[src/rtl/simon_pkg.sv]
// Shared definitions for the Simon playback slice: colour codes, FSM states
// and the colour-to-LED decode used wherever a step is shown.
package simon_pkg;

    localparam logic [1:0] COLOR_RED    = 2'd0;
    localparam logic [1:0] COLOR_GREEN  = 2'd1;
    localparam logic [1:0] COLOR_BLUE   = 2'd2;
    localparam logic [1:0] COLOR_YELLOW = 2'd3;

    typedef enum logic [2:0] {
        ST_IDLE,
        ST_LEAD,
        ST_ON,
        ST_GAP,
        ST_FIN
    } state_t;

    // Bit n of the LED bus corresponds to colour code n.
    function automatic logic [3:0] color_onehot(input logic [1:0] color);
        logic [3:0] result;
        result = 4'b0000;
        unique case (color)
            COLOR_RED:    result = 4'b0001;
            COLOR_GREEN:  result = 4'b0010;
            COLOR_BLUE:   result = 4'b0100;
            COLOR_YELLOW: result = 4'b1000;
            default:      result = 4'b0000;
        endcase
        return result;
    endfunction

endpackage

[src/rtl/simon_pattern_mem.sv]
// Pattern store: one 2-bit colour per step. Writes land on the clock edge,
// reads are combinational so the sequencer sees the addressed step at once.
// Contents are deliberately not reset; the game always writes before playing.
module simon_pattern_mem #(
    parameter  int MAX_LEN = 16,
    localparam int AW      = $clog2(MAX_LEN)
) (
    input  logic          clk,
    input  logic          wr_en,
    input  logic [AW-1:0] wr_addr,
    input  logic [1:0]    wr_color,
    input  logic [AW-1:0] rd_addr,
    output logic [1:0]    rd_color
);

    logic [1:0] mem [MAX_LEN];

    // Synchronous write port.
    always_ff @(posedge clk) begin
        if (wr_en) begin
            mem[wr_addr] <= wr_color;
        end
    end

    assign rd_color = mem[rd_addr];

endmodule

[src/rtl/simon_playback_ctrl.sv]
// Simon playback sequencer: after a start request it shows each stored step
// on the LEDs for ON_TICKS ticks, separated by GAP_TICKS dark ticks, with a
// leading gap before the first step. Time is counted in rate-divider ticks.
module simon_playback_ctrl
    import simon_pkg::*;
#(
    parameter  int MAX_LEN   = 16,
    parameter  int ON_TICKS  = 1,
    parameter  int GAP_TICKS = 1,
    localparam int AW        = $clog2(MAX_LEN),
    localparam int LW        = $clog2(MAX_LEN + 1)
) (
    input  logic          clk,
    input  logic          resetn,
    input  logic          tick,
    input  logic          start,
    input  logic          abort,
    input  logic [LW-1:0] length,
    input  logic          wr_en,
    input  logic [AW-1:0] wr_addr,
    input  logic [1:0]    wr_color,
    output logic [3:0]    led,
    output logic          busy,
    output logic          done,
    output logic [AW-1:0] cur_index
);

    localparam logic [LW-1:0] LEN_MAX  = LW'(MAX_LEN);
    localparam logic [7:0]    ON_LOAD  = 8'(ON_TICKS);
    localparam logic [7:0]    GAP_LOAD = 8'(GAP_TICKS);

    state_t        state_q, state_d;
    logic [7:0]    cnt_q, cnt_d;
    logic [LW-1:0] len_q, len_d;
    logic [AW-1:0] idx_d;
    logic [3:0]    led_d;
    logic [AW-1:0] rd_addr;
    logic [1:0]    rd_color;
    logic [LW-1:0] len_clamped;
    logic          last_step;

    assign len_clamped = (length > LEN_MAX) ? LEN_MAX : length;

    // In GAP the next step is about to be shown, so look one entry ahead.
    assign rd_addr   = (state_q == ST_GAP) ? cur_index + 1'b1 : cur_index;
    assign last_step = (LW'(cur_index) + LW'(1)) >= len_q;

    // The pattern cannot change while a playback is in progress.
    simon_pattern_mem #(
        .MAX_LEN (MAX_LEN)
    ) u_mem (
        .clk      (clk),
        .wr_en    (wr_en && !busy),
        .wr_addr  (wr_addr),
        .wr_color (wr_color),
        .rd_addr  (rd_addr),
        .rd_color (rd_color)
    );

    // Register state, counters and all outputs; busy/done follow the next state.
    always_ff @(posedge clk or negedge resetn) begin
        if (!resetn) begin
            state_q   <= ST_IDLE;
            cnt_q     <= '0;
            len_q     <= '0;
            cur_index <= '0;
            led       <= '0;
            busy      <= 1'b0;
            done      <= 1'b0;
        end else begin
            state_q   <= state_d;
            cnt_q     <= cnt_d;
            len_q     <= len_d;
            cur_index <= idx_d;
            led       <= led_d;
            busy      <= (state_d != ST_IDLE);
            done      <= (state_d == ST_FIN);
        end
    end

    // Next-state logic: abort wins over a tick, and a phase ends on the tick that empties the counter.
    always_comb begin
        state_d = state_q;
        cnt_d   = cnt_q;
        len_d   = len_q;
        idx_d   = cur_index;
        led_d   = led;
        unique case (state_q)
            ST_IDLE: begin
                if (start) begin
                    len_d = len_clamped;
                    idx_d = '0;
                    led_d = '0;
                    if (len_clamped == '0) begin
                        state_d = ST_FIN;
                    end else begin
                        state_d = ST_LEAD;
                        cnt_d   = GAP_LOAD;
                    end
                end
            end
            ST_LEAD, ST_ON, ST_GAP: begin
                if (abort) begin
                    state_d = ST_IDLE;
                    led_d   = '0;
                    cnt_d   = '0;
                end else if (tick) begin
                    cnt_d = cnt_q - 8'd1;
                    if (cnt_q == 8'd1) begin
                        case (state_q)
                            ST_LEAD: begin
                                state_d = ST_ON;
                                cnt_d   = ON_LOAD;
                                led_d   = color_onehot(rd_color);
                            end
                            ST_ON: begin
                                state_d = ST_GAP;
                                cnt_d   = GAP_LOAD;
                                led_d   = '0;
                            end
                            default: begin
                                if (last_step) begin
                                    state_d = ST_FIN;
                                end else begin
                                    state_d = ST_ON;
                                    idx_d   = rd_addr;
                                    cnt_d   = ON_LOAD;
                                    led_d   = color_onehot(rd_color);
                                end
                            end
                        endcase
                    end
                end
            end
            ST_FIN: begin
                state_d = ST_IDLE;
            end
            default: begin
                state_d = ST_IDLE;
            end
        endcase
    end

endmodule

[config.mk]
export PLATFORM = sky130hd
export DESIGN_NAME = simon_playback_ctrl
export DESIGN_NICKNAME = d
export VERILOG_FILES = /design/src/rtl/simon_pkg.sv /design/src/rtl/simon_pattern_mem.sv /design/src/rtl/simon_playback_ctrl.sv
export SDC_FILE = /design/constraint.sdc
export NUM_CORES = 1
export LEC_CHECK = 0
export CAP_MARGIN = 40
export CORE_ASPECT_RATIO = 1.25
export CORE_MARGIN = 8
export CORE_UTILIZATION = 62
export CTS_CLUSTER_SIZE = 16
export DETAILED_ROUTE_END_ITERATION = 7
export PLACE_DENSITY = 0.85
export SLEW_MARGIN = 15
export SYNTH_ARGS = -nofsm -noshare
export SYNTH_HDL_FRONTEND = slang
export SYNTH_SLANG_ARGS = --single-unit
[constraint.sdc]
create_clock -name clk -period 5.8 [get_ports clk]
set_clock_uncertainty 0.1 [all_clocks]
set_input_delay 1.16 -clock clk [delete_from_list [all_inputs] [get_ports clk]]
set_output_delay 1.16 -clock clk [all_outputs]
set_load 0.01 [all_outputs]
==> results.yml, run 1 <==
outcome:
  outcome: "completed"
grt:
  grt.busiest_layer: "met2"
  grt_max_degree: 27
  grt_first_pass_wirelength_um: 11700
  use_met1_pct: 21.2
  gr-total-overflow: 0
  track_usage_pct: 20.1
  grt_antenna_before_repair: 0
  grtUsageMet2_pct: 34.8
  grt_util_met3_pct: 5.33
  grt_pass1_vias: 2410
clocking:
  cts_tree: "done"
  numCtsBuffers: 9
  cts_root_buf: "clkbuf_8"
  htreeDepth: 3
  path_clk_slew_ps: 60
  hold_buffers: 0
  cts_resized: 0
  cts_sinks: 58
  insertion_delay_ps: 350
  clk_path_buf_depth: 2
  post_cts_buffers: 0
timing:
  timing.final.crit_share_pct: 60.0
  grt_setup_unrepaired: "no"
  finalSetupViolations: 0
  hold_violations: 0
  setup_tns_ps: 0
  slew_headroom_pct: 42.5
  max_freq_mhz: 287
  tightest_slew_ps: 857
  slew_viol_final: 0
  fin_crit_ps: 3480
die:
  core_region_area_um2: 5040
  die_area_um2: 7730
  start_util_pct: 63.4
  die_w_um: 80.2
  fp.dieH_um: 96.3
  io_pins: 27
  rows: 29
setup_path:
  criticalPathCategory: "flop to flop"
  critPathBufInv: 0
  max_stage_delay_ps: 740
  worst_ep_arrival_time_ps: 3610
  crit_slowest_cell: "dfrtp_1"
  r2r_slack_ps: 2320
  critPathCaptureType: "flop"
  path_delay_family: "compound AO/OA/AOI/OAI gates"
  reg2reg_depth: 8
  crit_fanout: 17
  path_cells: "ha_1 -> ha_1 -> a21o_1 -> a21o_1 -> a31o_2 -> or4_4 -> a21oi_4 -> mux2_4"
  cp-start-kind: "flop"
  reg2reg_to: "cur_index[2]"
  r2r_start: "cur_index[0]"
  cp.required_ps: 5930
cells_and_area:
  drive_above_1_share_pct: 13.4
  synthToLayoutAreaGrowth_pct: 13.8
  final_cells: 368
  final_nets: 327
  antenna_cells: 0
drt:
  wl_um: 6830
  drc_errors: 0
  vias: 2270
  drt-vias-per-instance: 6.17
  drtIter0Drc: 149
  detail_route.first_pass.iterations: 4
  ant_nets: 0
  wl_per_cell_um: 18.6
hold_path:
  hold_start: "len_q[1]"
  min_path_cells: 2
  hold_end: "len_q[1]"
  worstHoldPathType: "flop to flop"
logic_synthesis:
  seq_area_frac_synth_pct: 50.4
  synth_area_um2: 3200
  ys_seq_elements: 58
  avgSynthCellArea_um2: 11.6
  synth_fp_nets: 301
  synth.distinct_cells: 52
  ys_warn_count: 0
  synthCells: 276
run:
  drv_cap: 0
power:
  power_density_nw_per_um2: 360
  worst_ir_drop_vdd_v: 0.000207
  leakage_nw: 1.42
placed_design:
  io_buffer_count: 26
  gp_congestion: 0.874
  dpl.cell_count: 353
  hpwl_um: 5020
## cell usage after synthesis, drive strengths merged
| cell | instances | share of area [%] |
|---|---|---|
| nor2 | 38 | 4.5 |
| edfxtp | 32 | 30 |
| dfrtp | 26 | 20 |
| mux2i | 19 | 5.9 |
| nand2 | 15 | 1.8 |
| nor3 | 13 | 2.0 |
| xor2 | 9 | 3.1 |
| buf | 8 | 1.3 |
| ha | 8 | 3.1 |
| inv | 8 | 0.94 |
| nand2b | 8 | 1.6 |
| o21ai | 8 | 1.3 |
| mux2 | 7 | 2.7 |
| a211oi | 6 | 1.4 |
| a21o | 6 | 1.4 |
| mux4 | 6 | 4.2 |
| nand3 | 5 | 0.78 |
| clkbuf | 4 | 0.47 |
| xnor2 | 4 | 1.1 |
| a21oi | 3 | 0.82 |
| a31o | 3 | 0.82 |
| nor4 | 3 | 0.59 |
| or2 | 3 | 0.59 |
| or4 | 3 | 0.94 |
| a2111oi | 2 | 0.55 |
| a21boi | 2 | 0.47 |
| a22o | 2 | 0.55 |
| a31oi | 2 | 0.39 |
| and3 | 2 | 0.39 |
| nand4b | 2 | 0.74 |
| nor2b | 2 | 0.39 |
| o221ai | 2 | 0.55 |
| o22ai | 2 | 0.39 |
| o2bb2ai | 2 | 0.55 |
| or3 | 2 | 0.39 |
| a211o | 1 | 0.27 |
| a221oi | 1 | 0.27 |
| a2bb2oi | 1 | 0.27 |
| and3b | 1 | 0.27 |
| and4 | 1 | 0.27 |
| nand3b | 1 | 0.23 |
| nor4b | 1 | 0.74 |
| o31a | 1 | 0.27 |
| or3b | 1 | 0.27 |
## through the flow
step / total power [mW] / hold slack (ps) / util [%] / area [um^2] / setup WS (ps)
CTS: 1.31 / 390 / 72.1 / 3640 / 2330
floorplan: 0.896 / 350 / - / 3200 / 2910
detailed placement: 1.01 / 375 / 69.1 / 3490 / 2370
global route: 1.40 / 422 / 72.1 / 3640 / 2070
global placement: 0.998 / 372 / 69.1 / 3490 / 2430
finish: 1.31 / 384 / 72.1 / 3640 / 2320
## flip-flops by register name, summed over array words and instances, names as in the netlist
signal and count:
state_q 3, cur_index 4, u_mem.mem 32, led 4, len_q 5, done 1
busy 1, cnt_q 8
## worst register-to-register path, stage by stage (launching register included)
cell     delay, ps
dfrtp_1        740
ha_1           490
ha_1           340
a21o_1         150
a21o_1         190
a31o_2         250
or4_4          550
a21oi_4        240
mux2_4         320
## logic make-up after synthesis
| kind of cell | synth area share [%] |
|---|---|
| adder cells (fa/ha/maj) | 3.13 |
| XOR/XNOR | 4.15 |
| AND/OR/NAND/NOR | 16.5 |
| multiplexers | 12.9 |
| flip-flops | 50.4 |
| AO/OA/AOI/OAI | 10.3 |
| buffers and inverters | 2.70 |
## power breakdown
part | internal, mW | switching [mW] | leakage (nW)
Clock | 0.149 | 0.153 | 0.0827
Combinational | 0.203 | 0.246 | 0.699
Sequential | 0.493 | 0.0669 | 0.635
Total | 0.845 | 0.466 | 1.42
## worst max-delay path by stage
| stage | startpoint | cells past startpoint | to | slack [ps] |
|---|---|---|---|---|
| 6_report | cur_index[0] | 8 | cur_index[2] | 2320 |
| 4_1_cts | cur_index[0] | 8 | cur_index[2] | 2330 |
| 3_5_place_dp | cur_index[0] | 8 | cur_index[2] | 2370 |
| 5_1_grt | cur_index[0] | 8 | led[3] | 2070 |
| 2_1_floorplan | cur_index[2] | 9 | cur_index[0] | 2910 |
| 3_3_place_gp | cur_index[0] | 8 | cur_index[0] | 2430 |
## cell type report
cell class                 instances  area [um^2]
clock inverter                     4         20.0
clock buffer                      11          131
inverter                           8         30.0
multi-input combinational        198         1500
fill                             373         1410
tap                               62         77.6
timing repair buffer              27          268
sequential                        58         1610
## placed cells by master (no fill, tap or decap), types with 2 or more instances in the layout
cell,netlist,final
o2bb2ai_1,2,2
mux2_2,5,5
nand3_1,5,5
nor2_1,38,38
nor2b_1,2,2
nand2_1,14,14
edfxtp_1,32,32
a31o_2,3,3
ha_1,8,8
or3_1,2,2
xor2_1,8,8
a31oi_1,2,2
or2_2,3,3
clkbuf_8,0,9
xnor2_1,4,4
nor4_1,3,3
a21boi_0,2,2
clkbuf_1,4,2
a2111oi_0,2,2
a21oi_1,2,2
inv_1,8,8
clkdlybuf4s50_1,0,26
mux2_4,2,2
mux4_2,6,6
and3_1,2,2
o21ai_0,8,8
mux2i_1,19,19
a211oi_1,6,6
clkinv_2,0,4
o221ai_1,2,2
a22o_1,2,2
or4_4,2,2
nand2b_1,8,8
nor3_1,13,13
dfrtp_1,26,26
o22ai_1,2,2
a21o_1,6,6
## routing by layer
layer | up-vias | part of all wire [%]
met3 | 23 | 4.8
met2 | 73 | 52
met1 | 1099 | 39
li1 | 1075 | -
met4 | 0 | 3.7
met5 | - | 0
No activity file was read; power rests on OpenSTA's default activity.
==> run 2: changes to the inputs <==
--- a/config.mk
+++ b/config.mk
@@ -8,10 +8,10 @@
 export CAP_MARGIN = 40
 export CORE_ASPECT_RATIO = 1.25
 export CORE_MARGIN = 8
-export CORE_UTILIZATION = 62
+export CORE_UTILIZATION = 58
 export CTS_CLUSTER_SIZE = 16
 export DETAILED_ROUTE_END_ITERATION = 7
-export PLACE_DENSITY = 0.85
+export PLACE_DENSITY = 0.8
 export SLEW_MARGIN = 15
 export SYNTH_ARGS = -nofsm -noshare
 export SYNTH_HDL_FRONTEND = slang
==> constraint.sdc (replaced) <==
create_clock -name clk -period 3.5 [get_ports clk]
set_clock_uncertainty 0.1 [all_clocks]
set_input_delay 0.7 -clock clk [delete_from_list [all_inputs] [get_ports clk]]
set_output_delay 0.7 -clock clk [all_outputs]
set_load 0.01 [all_outputs]
==> results.yml, run 2 (synthesis gave the netlist of run 1 again) <==
drt:
  drt-vias-per-instance: 6.03
  wl_um: 6740
  wl_per_cell_um: 18.0
  drc_errors: 0
  drtIter0Drc: 147
  vias: 2263
  ant_nets: 0
  detail_route.first_pass.iterations: 4
timing:
  tightest_slew_ps: 903
  max_freq_mhz: 326
  setup_tns_ps: 0
  timing.final.crit_share_pct: 87.6
  slew_headroom_pct: 39.4
  finalSetupViolations: 0
  slew_viol_final: 0
  grt_setup_unrepaired: "no"
  fin_crit_ps: 3070
  hold_violations: 0
grt:
  grt_pass1_vias: 2313
  grt_max_degree: 27
  grt_antenna_before_repair: 0
  gr-total-overflow: 0
  grt_first_pass_wirelength_um: 11300
  track_usage_pct: 18.3
die:
  die_w_um: 82.4
  start_util_pct: 59.6
  fp.dieH_um: 99.0
  io_pins: 27
  die_area_um2: 8160
  core_region_area_um2: 5370
  rows: 30
power:
  total_power_mw: 2.25
  leakage_nw: 1.45
  worst_ir_drop_vdd_v: 0.000343
  power_density_nw_per_um2: 606
setup_path:
  crit_fanout: 7
  cp.required_ps: 3660
  worst_ep_arrival_time_ps: 3230
  critPathCaptureType: "flop"
  cp-start-kind: "flop"
  criticalPathCategory: "flop to flop"
cells_and_area:
  drive_above_1_share_pct: 14.8
  largest_reg_flops: 32
  final_nets: 331
  n_fill_cell: 392
  antenna_cells: 0
  final_common_cell: "nor2_1"
  top_register: "u_mem.mem"
  reg.largest.list: "u_mem.mem x32, cnt_q x8, len_q x5"
  multi_input_area_um2: 1500
  regArea_um2: 1610
  mostFrequentLayoutCells: "nor2_1 (38), edfxtp_1 (32), dfrtp_1 (26), clkdlybuf4s50_1 (26), mux2i_1 (19)"
  synthToLayoutAreaGrowth_pct: 15.8
clocking:
  post_cts_buffers: 0
  htreeDepth: 3
  clk_path_buf_depth: 2
  cts_resized: 0
  hold_buffers: 0
  numCtsBuffers: 9
  cts_root_buf: "clkbuf_8"
  cts_sinks: 58
  path_clk_slew_ps: 60
  insertion_delay_ps: 340
  cts_tree: "done"
outcome:
  outcome: "completed"
placed_design:
  gp_congestion: 0.887
  io_buffer_count: 26
  hpwl_um: 5010
run:
  drv_cap: 0
hold_path:
  worstHoldPathType: "flop to flop"
-- run 2: per-stage QoR --
step	util (%)	hold WS (ps)	std cells	instance area, um^2	worst slack [ps]
finish	69.0	393	375	3700	433
global route	69.0	417	375	3700	220
CTS	69.0	397	375	3700	461
detailed placement	65.6	377	359	3520	494
global placement	65.6	367	359	3520	597
floorplan	-	304	276	3200	606
-- run 2: worst max-delay path, stage by stage, from the launching register on --
cell       delay [ps]
dfrtp_1           460
ha_1              290
nand4b_2          230
xor2_4            400
mux2i_1           150
a2111oi_0         580
nor4_1            190
or4_1             450
o2bb2ai_1         140
-- run 2: final cells by class --
cell class,count,area share [%]
Clock buffer,14,4.66
Clock inverter,2,0.338
Inverter,8,0.811
Multi-Input combinational cell,198,40.5
Sequential cell,58,43.5
Tap cell,64,2.16
Timing Repair Buffer,31,8.04
-- run 2: worst paths after layout --
path | start | to | slack (ps) | depth (start not counted)
min in group asynchronous | resetn | len_q[1] | 640 | 2
max reg2reg | cur_index[0] | led[3] | 430 | 8
min | len_q[3] | len_q[3] | 390 | 2
min reg2reg | len_q[3] | len_q[3] | 390 | 2
max in group asynchronous | resetn | cnt_q[5] | 2420 | 2
max | cur_index[0] | led[3] | 430 | 8
-- run 2: metal layers --
layer  routed length, um  global-route usage [%]
met5                   0                       0
met4                 142                    7.05
met3                 316                    6.38
met2                3590                    30.8
met1                2690                    20.0
-- run 2: power breakdown --
group          internal, mW  total, mW  switching [mW]
combinational         0.340      0.761           0.421
sequential            0.817      0.918           0.100
clock                 0.314      0.568           0.254
